`config.mk`:
```
export PLATFORM = sky130hd
export DESIGN_NAME = alarm_controller
export DESIGN_NICKNAME = d
export VERILOG_FILES = /design/src/rtl/clock_pkg.sv /design/src/rtl/bcd_hhmm_add.sv /design/src/rtl/alarm_controller.sv
export SDC_FILE = /design/constraint.sdc
export NUM_CORES = 1
export LEC_CHECK = 0
export CAP_MARGIN = 20
export CORE_AREA = 2 2 71 141
export CTS_CLUSTER_DIAMETER = 150
export DETAILED_ROUTE_END_ITERATION = 8
export DIE_AREA = 0 0 73 143
export GPL_TIMING_DRIVEN = 0
export PLACE_DENSITY = 0.7
export SLEW_MARGIN = 10
export SYNTH_ARGS = -nofsm -noshare
export SYNTH_HDL_FRONTEND = slang
export SYNTH_SLANG_ARGS = --single-unit
```
`constraint.sdc`:
```
create_clock -name CLK -period 10.81 [get_ports CLK]
set_clock_uncertainty 0.1 [all_clocks]
set_input_delay 1.6215 -clock CLK [delete_from_list [all_inputs] [get_ports CLK]]
set_output_delay 1.6215 -clock CLK [all_outputs]
set_load 0.01 [all_outputs]
```
`src/rtl/clock_pkg.sv`:
```
// Shared BCD clock types, alarm FSM states and BCD helper functions.
package clock_pkg;

    localparam int unsigned HH_MAX = 23;
    localparam int unsigned MM_MAX = 59;

    typedef logic [3:0] bcd_digit_t;

    typedef struct packed {
        bcd_digit_t h1;
        bcd_digit_t h0;
        bcd_digit_t m1;
        bcd_digit_t m0;
    } hhmm_t;

    typedef enum logic [1:0] {
        IDLE   = 2'd0,
        RING   = 2'd1,
        SNOOZE = 2'd2
    } alarm_state_t;

    // Two BCD digits to binary (0..99).
    function automatic logic [6:0] bcd2_to_bin(input bcd_digit_t tens, input bcd_digit_t ones);
        return 7'({3'b000, tens}) * 7'd10 + 7'({3'b000, ones});
    endfunction

    // Binary 0..99 to two BCD digits.
    function automatic logic [7:0] bin_to_bcd2(input logic [6:0] value);
        logic [6:0] tens;
        logic [6:0] ones;
        tens = value / 7'd10;
        ones = value - tens * 7'd10;
        return {tens[3:0], ones[3:0]};
    endfunction

    // Legal alarm time: every digit 0..9, hours 0..23, minutes 0..59.
    function automatic logic hhmm_valid(input hhmm_t t);
        logic digits_ok;
        digits_ok = (t.h1 <= 4'd9) && (t.h0 <= 4'd9) && (t.m1 <= 4'd9) && (t.m0 <= 4'd9);
        return digits_ok
            && (bcd2_to_bin(t.h1, t.h0) <= 7'(HH_MAX))
            && (bcd2_to_bin(t.m1, t.m0) <= 7'(MM_MAX));
    endfunction

endpackage

```
`src/rtl/bcd_hhmm_add.sv`:
```
// Combinational BCD HH:MM plus 0..59 minutes, wrapping at 24 hours.
module bcd_hhmm_add
    import clock_pkg::*;
(
    input  logic [15:0] hhmm,
    input  logic [5:0]  add_min,
    output logic [15:0] sum_c
);

    hhmm_t      t;
    logic [6:0] hh_bin;
    logic [6:0] mm_bin;
    logic [6:0] mm_raw;
    logic [6:0] mm_out;
    logic [6:0] hh_inc;
    logic [6:0] hh_out;

    // Binary add with minute carry into hours and midnight wrap, then back to BCD.
    always_comb begin
        t      = hhmm_t'(hhmm);
        hh_bin = bcd2_to_bin(t.h1, t.h0);
        mm_bin = bcd2_to_bin(t.m1, t.m0);
        mm_raw = mm_bin + 7'(add_min);
        mm_out = mm_raw;
        hh_inc = hh_bin;
        if (mm_raw > 7'(MM_MAX)) begin
            mm_out = mm_raw - 7'(MM_MAX + 1);
            hh_inc = hh_bin + 7'd1;
        end
        hh_out = hh_inc;
        if (hh_inc > 7'(HH_MAX)) begin
            hh_out = hh_inc - 7'(HH_MAX + 1);
        end
        sum_c = {bin_to_bcd2(hh_out), bin_to_bcd2(mm_out)};
    end

endmodule

```
`src/rtl/alarm_controller.sv`:
```
// Programmable HH:MM alarm with snooze, stop and ring timeout, clocked at 1 Hz.
module alarm_controller
    import clock_pkg::*;
#(
    parameter int unsigned SNOOZE_MIN    = 9,
    parameter int unsigned RING_SEC      = 60,
    parameter int unsigned MAX_SNOOZE    = 3,
    parameter logic [15:0] ALARM_DEFAULT = 16'h0700
) (
    input  logic        CLK,
    input  logic        Reset,
    input  logic [23:0] Time_in,
    input  logic        Set_alarm,
    input  logic [15:0] Alarm_in,
    input  logic        Alarm_enable,
    input  logic        Snooze,
    input  logic        Stop,
    output logic [15:0] Alarm_time,
    output logic        Ringing,
    output logic        Snoozing,
    output logic [1:0]  Snooze_count,
    output logic        Missed,
    output logic        Set_error
);

    localparam int unsigned CNT_W = (RING_SEC > 1) ? $clog2(RING_SEC) : 1;

    alarm_state_t state, state_n;
    logic [15:0]  target, target_n;
    logic [15:0]  alarm_n;
    logic [15:0]  snooze_target;
    logic [15:0]  cmp_time;
    logic [CNT_W-1:0] ring_cnt, ring_cnt_n;
    logic [1:0]   snooze_count_n;
    logic         match_q, match, hit;
    logic         missed_n, set_error_n, set_valid;

    bcd_hhmm_add u_snooze_add (
        .hhmm    (target),
        .add_min (6'(SNOOZE_MIN)),
        .sum_c   (snooze_target)
    );

    // Next-state and output decode; priority enable > set > stop > snooze > hit/timeout.
    always_comb begin
        state_n        = state;
        target_n       = target;
        alarm_n        = Alarm_time;
        ring_cnt_n     = ring_cnt;
        snooze_count_n = Snooze_count;
        missed_n       = Missed;
        set_error_n    = 1'b0;

        cmp_time  = (state == SNOOZE) ? target : Alarm_time;
        match     = (Time_in[23:8] == cmp_time) && (Time_in[7:0] == 8'h00);
        hit       = match && !match_q;
        set_valid = hhmm_valid(hhmm_t'(Alarm_in));

        if (Set_alarm) begin
            if (set_valid) begin
                alarm_n  = Alarm_in;
                missed_n = 1'b0;
            end else begin
                set_error_n = 1'b1;
            end
        end

        if (!Alarm_enable) begin
            state_n        = IDLE;
            snooze_count_n = 2'd0;
        end else if (Set_alarm) begin
            if (set_valid) begin
                state_n        = IDLE;
                snooze_count_n = 2'd0;
            end
        end else if (Stop) begin
            state_n        = IDLE;
            snooze_count_n = 2'd0;
            missed_n       = 1'b0;
        end else begin
            case (state)
                IDLE: begin
                    if (hit) begin
                        state_n        = RING;
                        target_n       = Alarm_time;
                        ring_cnt_n     = '0;
                        snooze_count_n = 2'd0;
                    end
                end
                RING: begin
                    if (Snooze && (Snooze_count < 2'(MAX_SNOOZE))) begin
                        state_n        = SNOOZE;
                        target_n       = snooze_target;
                        snooze_count_n = Snooze_count + 2'd1;
                    end else if (ring_cnt == CNT_W'(RING_SEC - 1)) begin
                        state_n        = IDLE;
                        missed_n       = 1'b1;
                        snooze_count_n = 2'd0;
                    end else begin
                        ring_cnt_n = ring_cnt + CNT_W'(1);
                    end
                end
                SNOOZE: begin
                    if (hit) begin
                        state_n    = RING;
                        ring_cnt_n = '0;
                    end
                end
                default: state_n = IDLE;
            endcase
        end
    end

    // State and registered outputs.
    always_ff @(posedge CLK) begin
        if (Reset) begin
            state        <= IDLE;
            Alarm_time   <= ALARM_DEFAULT;
            target       <= ALARM_DEFAULT;
            match_q      <= 1'b0;
            ring_cnt     <= '0;
            Snooze_count <= 2'd0;
            Missed       <= 1'b0;
            Set_error    <= 1'b0;
            Ringing      <= 1'b0;
            Snoozing     <= 1'b0;
        end else begin
            state        <= state_n;
            Alarm_time   <= alarm_n;
            target       <= target_n;
            match_q      <= match;
            ring_cnt     <= ring_cnt_n;
            Snooze_count <= snooze_count_n;
            Missed       <= missed_n;
            Set_error    <= set_error_n;
            Ringing      <= (state_n == RING);
            Snoozing     <= (state_n == SNOOZE);
        end
    end

endmodule

```
# Word level (Yosys, flattened, before mapping)
# Index checks and enable logic that the tools add are counted.
# totals
out_inout_bits,22
input_bits,46
elab_cells,112
reg_bits,47
# op_classes
n_mux,35
multipliers,6
bitwise,3
n_lt_le_gt_ge,9
n_reduce_logical,21
n_addsub,12
eq_ne,14
n_div,2
# op_table
operator,count
16-bit two-way mux,3
16-bit one-hot mux with 2 select lines,1
7-bit by 4-bit adder with 7-bit output,4
2-bit two-way mux,13
4-bit by 3-bit multiplier with 6-bit output (second input constant),4
7-bit two-way mux,3
6-bit two-way mux,3
16-bit equality test,1
4-bit <= comparator (second input constant),4
7-bit by 4-bit divider with 7-bit output (second input constant),2
7-bit by 3-bit multiplier with 3-bit output (second input constant),2
6-bit one-hot mux with 2 select lines,1
1-bit two-way mux,9
1-bit logical AND,8
8-bit zero test,1
2-bit inequality test (second input constant),4
2-bit one-hot mux with 2 select lines,2
4-bit subtractor,2
7-bit by 1-bit adder with 7-bit output (second input constant),1
7-bit by 4-bit adder with 7-bit output (second input constant),1
7-bit by 5-bit greater-than comparator with 1-bit output (second input constant),1
7-bit by 6-bit greater-than comparator with 1-bit output (second input constant),1
7-bit by 5-bit <= comparator with 1-bit output (second input constant),1
7-bit by 6-bit <= comparator with 1-bit output (second input constant),1
21 further kinds,29

# Depth between registers and ports, before layout
# logic_depth
ltp_word,14
depth_mapped,35
mapped_depth_nobuf,34

# By module
# From an unflattened synthesis, not the netlist that was laid out.
# unflattened
hier_cells,568
area_unflattened_um2,4944.7
# modules_own_cells
mod,area_each_um2,seq_area_each_um2,n_inst,cells_per_inst
alarm_controller,3106.7,940.9,1,345
bcd_hhmm_add,1838.0,0.0,1,223

# Worst setup path after synthesis
# OpenSTA, ideal clock, no wires.
# synth_path
kind,flip-flop to flip-flop
start,register target[4]
end,register target[11]
setup_time_ns,0.122
path_slack_ns,4.262
synth_period_minus_slack_ns,6.548
n_path_buf,1
path_stages_with_launch,35
t_arrival_ns,6.326
t_required_ns,10.588
cell_sequence,dfxtp_1 -> ha_1 -> inv_1 -> ha_1 -> inv_1 -> ha_1 -> xnor2_2 -> ha_1 -> nand2_1 -> nand3_2 -> o31a_4 -> buf_6 -> nor2_1 -> xnor2_1 -> inv_1 -> ha_1 -> and3_1 -> a2111oi_2 -> or2_1 -> nand2_1 -> o22ai_2 -> a21boi_0 -> o22ai_1 -> a21oi_2 -> inv_1 -> ha_1 -> nand2_1 -> o21ai_1 -> o221ai_2 -> ha_1 -> fa_1 -> a21o_1 -> nand3_1 -> nor2_1 -> a221o_1
# synth_between
elab_chain_len,12
word_cells_on_any_way,19
classes_between,4 x add/sub; 2 x mul; 1 x div; 2 x order compare; 2 x eq/ne; 5 x mux; 3 x reduce/logical
# synth_rtl
element,line,rtl
from (decl),alarm_controller.sv:29,"logic [15:0] target, target_n;"
from (signal assigned),alarm_controller.sv:130,target <= target_n;
4-bit by 3-bit multiplier with 6-bit output,clock_pkg.sv:24,"return 7'({3'b000, tens}) * 7'd10 + 7'({3'b000, ones});"
7-bit by 4-bit adder with 7-bit output,clock_pkg.sv:24,
7-bit by 4-bit adder with 7-bit output,bcd_hhmm_add.sv:23,mm_raw = mm_bin + 7'(add_min);
7-bit by 6-bit greater-than comparator with 1-bit output,bcd_hhmm_add.sv:26,if (mm_raw > 7'(MM_MAX)) begin
7-bit two-way mux,bcd_hhmm_add.sv:26,
7-bit by 5-bit subtractor with 7-bit output or 7-bit by 5-bit greater-than comparator with 1-bit output (tied branches),"bcd_hhmm_add.sv:32, bcd_hhmm_add.sv:31",
7-bit two-way mux,bcd_hhmm_add.sv:31,if (hh_inc > 7'(HH_MAX)) begin
7-bit by 4-bit divider with 7-bit output,clock_pkg.sv:31,tens = value / 7'd10;
7-bit by 3-bit multiplier with 3-bit output,clock_pkg.sv:32,ones = value - tens * 7'd10;
4-bit subtractor,clock_pkg.sv:32,
16-bit two-way mux,alarm_controller.sv:91,if (Snooze && (Snooze_count < 2'(MAX_SNOOZE))) begin
16-bit one-hot mux with 2 select lines,alarm_controller.sv:81,case (state)
# Several ways; a longest one is shown, not always the timed one. The select of a mux whose other input is x is not followed.
# A chain may end at the register's enable or synchronous reset.

# Final worst setup path
# layout_path
start,register target[7]
end,register target[11]
# The elaborated chain is that of the path after synthesis.

==> flow_summary.yaml <==
sta:
  slew_headroom: 0.409
  min_period_over_period: 0.696
  finalHoldViolCount: 0
  rsz0062_at_grt: "false"
  setup-tns-final_ps: 0
  slew_violations: 0
  worstMarginPinSlew_ps: 880
  max_freq_mhz: 133
  setup_viol_count_final: 0
  period_needed_ps: 7530
synthesis:
  synth.avg_cell_area_um2: 8.33
  ys_ff_latch: 47
  synthesis.area_um2: 4620
  netlist_top_cells_area: "dfxtp_1 20%, ha_1 11%, mux2i_1 8.0%"
  ys_types: 74
  yosys_warnings: 0
  synth_top_area_share: 0.204
  yosysTopAreaCell: "dfxtp_1"
  yosysSeqAreaShare: 0.204
  syn-num-nets: 651
  async_reset_ff_frac: 0
  synth.most_common_cell: "nor2_1"
  synth_cells: 554
  synth-edff-count: 0
  synth_common_cells: "68 x nor2_1, 47 x dfxtp_1, 41 x ha_1"
  synth_flop_cell: "dfxtp_1"
clock_network:
  cts.clk_slew.worst_paths_ps: 60
  clock-root-buffer: "clkbuf_16"
  clock_path_buffers: 2
  clk_latency_ps: 290
  cts_htree_levels: 2
  post-cts-setup-buffers: 0
  ctsHoldBuffers: 0
  cts_buffers: 5
  cts.sinks: 47
  cts_tree: "done"
  cts_resized: 0
floorplan:
  core-area_um2: 9320
  io_pins: 68
  dieArea_um2: 10400
  fp-row-count: 50
  start_util: 0.495
  die_w_um: 73
  die_h_um: 143
cells_and_area:
  fillCellCount: 851
  fin_nets: 725
  syn_to_final_growth_pct: 20.5
  drive_gt1_frac: 0.0589
  antennaDiodeCount: 0
  fin_area_um2: 5560
  final_cell_count_no_fill: 732
pwr:
  power.leakage_nw: 2.39
  max-vdd-ir-drop_mv: 0.103
  power_density_nw_per_um2: 69.1
global_routing:
  grt_overflow_total: 0
  grt_pass1_vias: 4364
  grt_usage: 0.246
  antenna_found_initial: 0
  grt_pass1_wl_mm: 20.4
  grt_max_degree: 14
worst_setup_path:
  r2r_slack_ps: 3280
  r2r_cells: 32
  critPathMaxStageDelay_ps: 570
  cp_slowest_cell: "a2111oi_2"
  r2r_end: "target[11]"
  worst_ep_arrival_time_ps: 7600
  critPathMostFrequentCell: "ha_1"
  cp_max_fo: 10
  r2r-start: "target[7]"
  crit_required_ps: 10880
  path_class: "flip-flop to flip-flop"
  endpoint_kind: "flip-flop"
  worstSetupStartpointType: "flip-flop"
place:
  hpwl_mm: 10.2
  dp.cells: 725
  dpl_cell_area_um2: 5420
  gp_congestion: 0.909
  numPortBuffers: 67
detailed_routing:
  wirelength_mm: 12.3
  vias: 4332
  via_per_inst: 5.92
  drtIter0Drc: 217
  drc: 0
  ant_nets: 0
  drt_pass1_iterations: 4
  avgRoutedWirePerCell_um: 16.8
min_path:
  hold_path.startpoint: "target[1]"
  hold_path_depth: 2
  worstHoldEndpoint: "target[1]"
  hp-class: "flip-flop to flip-flop"
status:
  status: "finished clean"
flow_run:
  maxCapViolCount: 0
[how the worst max path moves through the flow]
| stage | depth (start not counted) | slack, ps | start | end |
|---|---|---|---|---|
| 4_1_cts | 32 | 3240 | target[7] | target[11] |
| 5_1_grt | 32 | 2720 | target[7] | target[11] |
| 3_3_place_gp | 31 | 3420 | target[7] | target[11] |
| 3_5_place_dp | 32 | 3280 | target[7] | target[11] |
| 2_1_floorplan | 34 | 4260 | target[4] | target[11] |
| 6_report | 32 | 3280 | target[7] | target[11] |
[sequential cells by signal (all words and copies together), names as in the netlist]
| name | cells |
|---|---|
| Set_error | 1 |
| Snoozing | 1 |
| Missed | 1 |
| Ringing | 1 |
| Snooze_count | 2 |
| Alarm_time | 16 |
| state | 2 |
| target | 16 |
| ring_cnt | 6 |
| match_q | 1 |
[power by group]
group,internal [W],total (W),switching [W]
sequential,0.000174,0.000175,0.000000710
clock,0.0000904,0.000155,0.0000650
combinational,0.0000297,0.0000543,0.0000246
total,0.000294,0.000384,0.0000903
[critical path: cells and delay by family (launching register included)]
kind	cells	cell delay [ps]
adders and majority gates	7	2110
and+or+nand+nor	9	950
xor gates and xnor gates	2	750
DFF	1	460
AOI/OAI and AO/OA	11	2700
buffers and inverters	3	340
[cell usage in the layout (no fill, tap or decap), types with 4 or more instances in the layout]
master / instances
and3_1: 4
nand2_1: 35
or2_1: 4
a31oi_1: 6
nor2b_1: 5
xor2_1: 16
ha_1: 41
a21oi_2: 5
mux2i_1: 37
dfxtp_1: 47
xnor2_1: 32
nand2b_1: 4
o211ai_1: 7
nand4_1: 6
a211oi_1: 8
a21o_1: 10
nor2_1: 68
and2_1: 10
o21ai_1: 5
fa_1: 10
a21oi_1: 33
nor3_1: 15
or3_1: 7
clkdlybuf4s50_1: 67
clkbuf_1: 10
clkbuf_16: 5
o21ai_0: 13
nor4_1: 10
inv_1: 25
nand3_1: 12
[cell families (layout without fill, tap and decap cells)]
logic type	count (synthesis)	after routing	synth area share
AND/OR/NAND/NOR	191	191	0.200
AO/OA/AOI/OAI	127	127	0.200
XOR/XNOR	54	54	0.115
adder cells (fa/ha/maj)	52	52	0.157
flip-flops	47	47	0.204
buffers and inverters	44	118	0.0390
multiplexers	39	39	0.0856
[routing by layer]
| layer | up-vias | GRT usage | wire [um] |
|---|---|---|---|
| met5 | - | 0 | 0 |
| met4 | 0 | 0.123 | 502 |
| met3 | 28 | 0.0268 | 455 |
| met2 | 121 | 0.458 | 6790 |
| met1 | 2031 | 0.262 | 4590 |
| li1 | 2152 | - | - |
[area by class of cell]
cell class | instances | area, um^2 | share of cell area
sequential | 47 | 941 | 0.169
buffer | 16 | 75.1 | 0.0135
inverter | 28 | 105 | 0.0189
tap | 104 | 130 | 0.0234
clock inverter | 1 | 5.00 | 0.000900
multi-input combinational | 463 | 3500 | 0.629
timing repair buffer | 67 | 671 | 0.121
clock buffer | 6 | 139 | 0.0250
[through the flow]
stage | total power, W | setup slack [ps] | hold WS [ps] | util
4_1_cts | 0.000385 | 3240 | 388 | 0.597
5_1_grt | 0.000395 | 2720 | 421 | 0.597
3_3_place_gp | 0.000231 | 3420 | 377 | 0.581
3_5_place_dp | 0.000233 | 3280 | 378 | 0.581
6_report | 0.000384 | 3280 | 390 | 0.597
2_1_floorplan | 0.000203 | 4260 | 349 | -
Note: power is estimated with default switching activity, not from simulation.
